==> src/rtl/fpu_result_wb16.sv <==
`default_nettype none
// ============================================================================
// Module   : fpu_result_wb16
// Brief    : Retire/writeback stage behind the FP16 add/sub unit. Results are
//            buffered in a small FIFO with valid/ready on both sides. On
//            retire, the architectural condition-code register and a sticky
//            status-flag register are updated.
// Options  : FPU_FLAG_IRQ_EN - adds irq_mask input and a registered irq output
//            raised when any masked sticky flag is set.
// Revision : 1.0 - initial release
// ============================================================================
module fpu_result_wb16 #(
  parameter int DEPTH = 2,
  parameter int FLAGW = 5
) (
  input  logic                    clock,
  input  logic                    reset,
  input  logic                    in_valid,
  output logic                    in_ready,
  input  logic [15:0]             in_result,
  input  logic [3:0]              in_cc,
  input  logic [FLAGW-1:0]        in_flags,
  input  logic                    flush,
  input  logic                    flag_clr,
  output logic                    out_valid,
  input  logic                    out_ready,
  output logic [15:0]             out_result,
  output logic [3:0]              out_cc,
  output logic [3:0]              cc_reg,
  output logic [FLAGW-1:0]        sticky_flags,
`ifdef FPU_FLAG_IRQ_EN
  input  logic [FLAGW-1:0]        irq_mask,
  output logic                    irq,
`endif
  output logic [$clog2(DEPTH):0]  count
);

  localparam int AW = $clog2(DEPTH);
  localparam int CW = AW + 1;
  localparam logic [CW-1:0] C_DEPTH = CW'(DEPTH);

  logic [15:0]      res_q [DEPTH];
  logic [3:0]       cc_q  [DEPTH];
  logic [FLAGW-1:0] flg_q [DEPTH];

  logic [AW-1:0]    wr_ptr_q, wr_ptr_d;
  logic [AW-1:0]    rd_ptr_q, rd_ptr_d;
  logic [CW-1:0]    count_q, count_d;
  logic [3:0]       cc_reg_q, cc_reg_d;
  logic [FLAGW-1:0] sticky_q, sticky_d;

  logic             push;
  logic             pop;

  // Head is read straight from registered storage, so there is no
  // combinational path from in_* to out_*.
  assign out_valid    = (count_q != '0);
  assign out_result   = res_q[rd_ptr_q];
  assign out_cc       = cc_q[rd_ptr_q];
  assign in_ready     = (count_q < C_DEPTH) || (out_valid && out_ready);
  assign count        = count_q;
  assign cc_reg       = cc_reg_q;
  assign sticky_flags = sticky_q;

  // A flush drops whatever transfer would otherwise happen this cycle.
  assign push = in_valid && in_ready && !flush;
  assign pop  = out_valid && out_ready && !flush;

  // Pointer and occupancy bookkeeping; pointers wrap naturally (DEPTH is 2^n).
  always_comb begin
    wr_ptr_d = wr_ptr_q;
    rd_ptr_d = rd_ptr_q;
    count_d  = count_q;
    if (flush) begin
      wr_ptr_d = '0;
      rd_ptr_d = '0;
      count_d  = '0;
    end else begin
      if (push) wr_ptr_d = wr_ptr_q + AW'(1);
      if (pop)  rd_ptr_d = rd_ptr_q + AW'(1);
      if (push && !pop)      count_d = count_q + CW'(1);
      else if (pop && !push) count_d = count_q - CW'(1);
    end
  end

  // Architectural state updated on retire; clear-and-retire keeps only the
  // retiring op's flags.
  always_comb begin
    cc_reg_d = pop ? out_cc : cc_reg_q;
    sticky_d = (flag_clr ? '0 : sticky_q) | (pop ? flg_q[rd_ptr_q] : '0);
  end

  // FIFO payload storage.
  always_ff @(posedge clock or posedge reset) begin
    if (reset) begin
      for (int i = 0; i < DEPTH; i++) begin
        res_q[i] <= '0;
        cc_q[i]  <= '0;
        flg_q[i] <= '0;
      end
    end else if (push) begin
      res_q[wr_ptr_q] <= in_result;
      cc_q[wr_ptr_q]  <= in_cc;
      flg_q[wr_ptr_q] <= in_flags;
    end
  end

  // Control and architectural state registers.
  always_ff @(posedge clock or posedge reset) begin
    if (reset) begin
      wr_ptr_q <= '0;
      rd_ptr_q <= '0;
      count_q  <= '0;
      cc_reg_q <= '0;
      sticky_q <= '0;
    end else begin
      wr_ptr_q <= wr_ptr_d;
      rd_ptr_q <= rd_ptr_d;
      count_q  <= count_d;
      cc_reg_q <= cc_reg_d;
      sticky_q <= sticky_d;
    end
  end

`ifdef FPU_FLAG_IRQ_EN
  logic irq_q;

  // Interrupt tracks the next sticky value, so flag_clr/reset drop it too.
  always_ff @(posedge clock or posedge reset) begin
    if (reset) irq_q <= 1'b0;
    else       irq_q <= |(sticky_d & irq_mask);
  end

  assign irq = irq_q;
`endif

endmodule
`default_nettype wire
==> config.mk <==
export PLATFORM = sky130hd
export DESIGN_NAME = fpu_result_wb16
export DESIGN_NICKNAME = d
export VERILOG_FILES = /design/src/rtl/fpu_result_wb16.sv
export SDC_FILE = /design/constraint.sdc
export NUM_CORES = 1
export LEC_CHECK = 0
export CAP_MARGIN = 25
export CORE_MARGIN = 2
export CORE_UTILIZATION = 35
export CTS_CLUSTER_DIAMETER = 120
export DETAILED_ROUTE_END_ITERATION = 16
export GPL_ROUTABILITY_DRIVEN = 0
export SLEW_MARGIN = 25
export SYNTH_ARGS = -nofsm -noshare
export SYNTH_HDL_FRONTEND = slang
export SYNTH_SLANG_ARGS = --single-unit
export TNS_END_PERCENT = 1
==> constraint.sdc <==
create_clock -name clock -period 2.6 [get_ports clock]
set_clock_uncertainty 0.05 [all_clocks]
set_input_delay 0.52 -clock clock [delete_from_list [all_inputs] [get_ports clock]]
set_output_delay 0.52 -clock clock [all_outputs]
set_load 0.02 [all_outputs]
==> summary.txt, run 1 <==
Status
  – Status: completed

Final layout
  – Max FFs per register: 32
  – N_diodes: 0
  – Largest Register: res_q
  – Layout cell share with drive strength beyond 1: 0.392
  – Non-Filler Instances: 365
  – Final net count: 289
  – Utilization after layout: 0.488
  – Most frequent cells in the layout: 63 x dfrtp_1, 63 x clkdlybuf4s50_1, 54 x mux2_2
  – FILL cells: 708
  – Layout area overhead: 34.3%
  – Top Registers: res_q x32, flg_q x10, cc_q x8

Power
  – Clock power frac: 0.249
  – Sw frac: 0.278
  – Seq pwr share: 0.446
  – LEAKAGE: 0.00161 uW
  – Logic pwr share: 0.305
  – Internal power: 2150 uW
  – Worst vdd ir: 0.000374 V
  – P_sw: ~830 uW
  – Power Density: about 800 mW/mm^2
  – Total power: 2970 uW

Floorplanning
  – Io pins: 64
  – Die Width: 93.8 um
  – Core area: around 0.0078 mm^2
  – Area of the die: 0.00881 mm^2
  – Die Ht: 93.8 um
  – Initial Util: 0.364
  – # rows: 32

Clock tree
  – TritonCTS Buffers: 9
  – Post-CTS Resized: 0
  – Cts hold-fix bufs: 0
  – Clock latency on the worst-skew pair: ~0.33 ns
  – Root Driver: clkbuf_8
  – TritonCTS clock tree: done
  – Clock transition at path regs: 0.06 ns
  – CTS H-tree depth: 3
  – Postcts setup bufs: 0
  – Max clock buf depth: 2
  – CTS sink count: 63

Worst setup path
  – WP data required: around 2 ns
  – Crit end category: primary output
  – Critical path launch point type: input port
  – CP Launch Point: out_ready
  – WP data arrival: about 1.9 ns
  – Reg-to-Reg Start: count[1]$_DFFE_PP0P_
  – R2R setup slack: 0.73 ns
  – Critical-path maximum fanout: 4
  – Critical R2R Capture: flg_q[3]$_DFFE_PP0P_
  – Kind of critical path: input port to primary output
  – Worst reg-to-reg path cell count: 4
  – Worst setup path end: in_ready

STA
  – Hold WS: between 0.4 and 0.5 ns
  – Highest clock rate: 412 MHz
  – Period Utilization, post-route: 0.933
  – Total negative setup slack: 0 ns
  – RSZ-0062 raised after global routing: no
  – Final setup violation count: 0
  – Max_slew headroom: 0.641
  – Worst slew pin tran: 0.538 ns
  – Hold Vio Cnt, Final: 0
  – Final Max Tran Viols: 0
  – Tmin final: 2.43 ns

Yosys
  – Cells after synthesis: 184
  – Syn avg cell area: ~15 um^2
  – Cell variety after synth: 24
  – Top cell type's share of synthesized area: 0.558
  – Synth Register Bits: 63
  – Cell Area, Synth: 0.00283 mm^2
  – Main synth FF type: dfrtp_1
  – Register area share after synthesis: 0.558
  – Syn nets: 215
  – Ys Warns: 0
  – Post-synth ARST share: 1.00
  – Number of flops mapped to enable cells by yosys: 0
  – Post-synth top area cell: dfrtp_1
  – Dominant cells by area after synthesis: dfrtp_1 56%, mux2_2 22%, mux2_4 11%

Drt
  – Remaining antenna violation count: 0
  – Final WL: 5560 um
  – Wire per inst: 15.2 um
  – DR vias/cell: roughly 4.7
  – Iter 0 DRT Violations: 62
  – DRC Markers: 0
  – Detailed-route via count: 1,726
  – DR pass1 iterations: 4

Global routing
  – Initial antenna violation count: 0
  – Tot GR Track Use: 0.138
  – Largest net degree at the start of global routing: 34
  – Global route total overflow: 0
  – Vias in the first global route: 1,765
  – First-pass GRT wire length: 9110 um

Hold path
  – Hold Crit Class: flop to flop

Flow run
  – MaxCap Viol Count: 0

Placement
  – DP HPWL: 3780 um
  – Placed cells: 349
  – Port Buffers: between 60 and 70
-- layout make-up --
class	count	area, um^2	area share
flip-flops and latches	63	1580	0.416
clock buffers	12	155	0.0409
repair buffers	71	728	0.192
well taps	102	128	0.0336
inverters	9	33.8	0.00891
clock inverters	4	20.0	0.00528
multi-input cells	104	1150	0.304
-- cell families (layout without fill, tap and decap cells) --
logic type / Yosys count / in the layout / synth area share
compound gates: 11 / 11 / 0.0217
xor+xnor: 1 / 1 / 0.00310
buf+inv: 17 / 96 / 0.0341
flops: 63 / 63 / 0.558
mux: 80 / 80 / 0.349
simple gates: 12 / 12 / 0.0345
-- power by group through the flow --
| stage | Clock [uW] | Combinational [uW] | Sequential (uW) |
|---|---|---|---|
| floorplan | 0 | 528 | 1350 |
| global placement | 0 | 909 | 1330 |
| detailed placement | 0 | 918 | 1340 |
| CTS | 777 | 923 | 1320 |
| global route | 827 | 972 | 1350 |
| finish | 742 | 907 | 1330 |
-- Yosys cell counts, drive strengths merged (2+ instances only) --
| master | n |
|---|---|
| nor2 | 4 |
| or2 | 2 |
| o21ai | 4 |
| mux2 | 74 |
| buf | 6 |
| clkbuf | 2 |
| dfrtp | 63 |
| o22ai | 5 |
| mux2i | 5 |
| a21oi | 2 |
| inv | 9 |
| nor2b | 2 |
-- stage by stage --
step           setup slack, ns  area, um^2
2_1_floorplan            0.460        2830
3_3_place_gp             0.198        3620
3_5_place_dp             0.172        3620
4_1_cts                  0.164        3790
5_1_grt                  0.135        3790
6_report                 0.173        3790
-- layer usage --
metal  GRT usage  part of all wire  up-vias
li1            -                 -      804
met1       0.182              0.47      870
met2       0.204              0.46       47
met3      0.0618             0.056        5
met4      0.0471             0.013        0
met5           0                 0        -
-- how the worst min path moves through the flow --
| stage | start | to | slack, ns | cells past startpoint |
|---|---|---|---|---|
| after floorplan | cc_q[0]$_DFFE_PP0P_ | cc_q[0]$_DFFE_PP0P_ | 0.42 | 1 |
| after global placement | cc_q[3]$_DFFE_PP0P_ | cc_q[3]$_DFFE_PP0P_ | 0.43 | 1 |
| after detailed placement | res_q[9]$_DFFE_PP0P_ | res_q[9]$_DFFE_PP0P_ | 0.44 | 1 |
| after CTS | res_q[2]$_DFFE_PP0P_ | res_q[2]$_DFFE_PP0P_ | 0.45 | 1 |
| after global routing | res_q[3]$_DFFE_PP0P_ | res_q[3]$_DFFE_PP0P_ | 0.47 | 1 |
| final | res_q[1]$_DFFE_PP0P_ | res_q[1]$_DFFE_PP0P_ | 0.45 | 1 |
-- worst max-delay path: stages --
cell	delay, ns
clkdlybuf4s50_1	0.43
nor2b_2	0.23
inv_1	0.12
clkdlybuf4s50_1	0.56
No activity file was read; power rests on OpenSTA's default activity.
==> run 2: changes to the inputs <==
--- a/config.mk
+++ b/config.mk
@@ -11,6 +11,7 @@
 export CTS_CLUSTER_DIAMETER = 120
 export DETAILED_ROUTE_END_ITERATION = 16
 export GPL_ROUTABILITY_DRIVEN = 0
+export SKIP_LAST_GASP = 1
 export SLEW_MARGIN = 25
 export SYNTH_ARGS = -nofsm -noshare
 export SYNTH_HDL_FRONTEND = slang
==> results of run 2 <==
The final DEF is identical to that of run 1; final timing and power are the same.
==> run 3: changes to the inputs <==
--- a/config.mk
+++ b/config.mk
@@ -11,6 +11,7 @@
 export CTS_CLUSTER_DIAMETER = 120
 export DETAILED_ROUTE_END_ITERATION = 16
 export GPL_ROUTABILITY_DRIVEN = 0
+export RECOVER_POWER = 25
 export SKIP_LAST_GASP = 1
 export SLEW_MARGIN = 25
 export SYNTH_ARGS = -nofsm -noshare
==> summary.txt, run 3 (synthesis gave the netlist of run 1 again) <==
Worst setup path
  – Reg-to-Reg Start: count[1]$_DFFE_PP0P_
  – Worst reg-to-reg path cell count: 4
  – WP data required: slightly above 2 ns
  – Kind of critical path: input port to primary output
  – Critical path launch point type: input port
  – Critical-path maximum fanout: 4
  – R2R setup slack: 0.73 ns
  – WP data arrival: around 1.9 ns
  – Critical R2R Capture: flg_q[3]$_DFFE_PP0P_
  – Crit end category: primary output

Global routing
  – Global route total overflow: 0
  – Tot GR Track Use: 0.138
  – Largest net degree at the start of global routing: 34
  – First-pass GRT wire length: 9110 um
  – Vias in the first global route: around 1,800
  – Initial antenna violation count: 0

Final layout
  – Most frequent cells in the layout: 63 x dfrtp_1, 62 x clkdlybuf4s50_1, 54 x mux2_2
  – N_diodes: 0
  – Layout cell share with drive strength beyond 1: 0.388
  – Layout area overhead: 33.7%
  – Largest Register: res_q
  – FILL cells: 709
  – Multi-input gate area: 0.00115 mm^2
  – Max FFs per register: 32
  – Leading cell type in the layout, fill and taps excluded: dfrtp_1
  – Final net count: 289
  – Top Registers: res_q x32, flg_q x10, cc_q x8
  – Reg area: approximately 0.0016 mm^2

STA
  – Highest clock rate: 412 MHz
  – Tmin final: 2.43 ns
  – Period Utilization, post-route: 0.933
  – RSZ-0062 raised after global routing: no
  – Worst slew pin tran: 0.806 ns
  – Max_slew headroom: 0.463
  – Total negative setup slack: 0 ns
  – Hold Vio Cnt, Final: 0
  – Final Max Tran Viols: 0
  – Final setup violation count: 0

Clock tree
  – Max clock buf depth: 2
  – Cts hold-fix bufs: 0
  – CTS sink count: 63
  – CTS H-tree depth: 3
  – Root Driver: clkbuf_8
  – Clock transition at path regs: approximately 0.06 ns
  – Postcts setup bufs: 0
  – Post-CTS Resized: 0
  – Clock latency on the worst-skew pair: 0.33 ns
  – TritonCTS Buffers: 9
  – TritonCTS clock tree: done

Hold path
  – Hold Startpoint: res_q[1]$_DFFE_PP0P_
  – Hold Path Stages: 1
  – Hold Crit Class: flop to flop
  – Worst hold endpoint: res_q[1]$_DFFE_PP0P_

Floorplanning
  – # rows: 32
  – Core area: about 0.008 mm^2
  – Io pins: 64
  – Die Width: 93.8 um
  – Area of the die: 0.00881 mm^2
  – Die Ht: 93.8 um
  – Initial Util: 0.364

Drt
  – DR vias/cell: 4.73
  – Iter 0 DRT Violations: 62
  – DR pass1 iterations: 4
  – Detailed-route via count: 1,728
  – Remaining antenna violation count: 0
  – DRC Markers: 0
  – Final WL: 5570 um
  – Wire per inst: 15.3 um

Flow run
  – MaxCap Viol Count: 0

Power
  – Worst vdd ir: 0.000374 V
  – LEAKAGE: approximately 0.0016 uW
  – Power Density: 786 mW/mm^2
  – Total power: 2970 uW

Status
  – Status: completed

Placement
  – DP HPWL: 3780 um
  – Port Buffers: 63
==> run 3: power breakdown <==
group	switching, uW	total, uW	internal, uW
Combinational	362	904	542
Sequential	115	1320	1210
Clock	351	743	391
Total	828	2970	2140
==> run 3: worst max-delay path by stage <==
stage | start | endpoint | slack, ns | depth (start not counted)
after CTS | out_ready | in_ready | 0.16 | 4
after detailed placement | out_ready | in_ready | 0.17 | 4
final | out_ready | in_ready | 0.17 | 4
after floorplan | reset | cc_q[0]$_DFFE_PP0P_ | 0.46 | 1
after global placement | out_ready | in_ready | 0.20 | 4
after global routing | out_ready | in_ready | 0.13 | 4
==> run 3: cell type report <==
type | count | share of cell area
multi-input cells | 104 | 0.305
clock buffers | 12 | 0.0411
clock inverters | 4 | 0.00530
well taps | 102 | 0.0338
repair buffers | 71 | 0.189
inverters | 9 | 0.00894
flip-flops and latches | 63 | 0.417
==> run 3: worst max-delay path: stages <==
cell and delay, ns:
clkdlybuf4s50_1 0.43, nor2b_2 0.23, inv_1 0.12, clkdlybuf4s50_1 0.56
==> run 3: per-stage QoR <==
stage | std cells | hold slack (ns) | util | cell area (um^2) | worst slack, ns
floorplan | 184 | 0.424 | - | 2830 | 0.460
global placement | 349 | 0.432 | 0.466 | 3620 | 0.198
detailed placement | 349 | 0.437 | 0.466 | 3620 | 0.172
CTS | 365 | 0.454 | 0.488 | 3790 | 0.164
global route | 365 | 0.466 | 0.486 | 3780 | 0.135
finish | 365 | 0.454 | 0.486 | 3780 | 0.173
==> run 3: layer usage <==
metal  up-vias  part of all wire  track usage
met5         -                 0            0
met4         0             0.013       0.0471
met3         5             0.056       0.0618
met2        47              0.46        0.204
met1       872              0.47        0.182
li1        804                 -            -
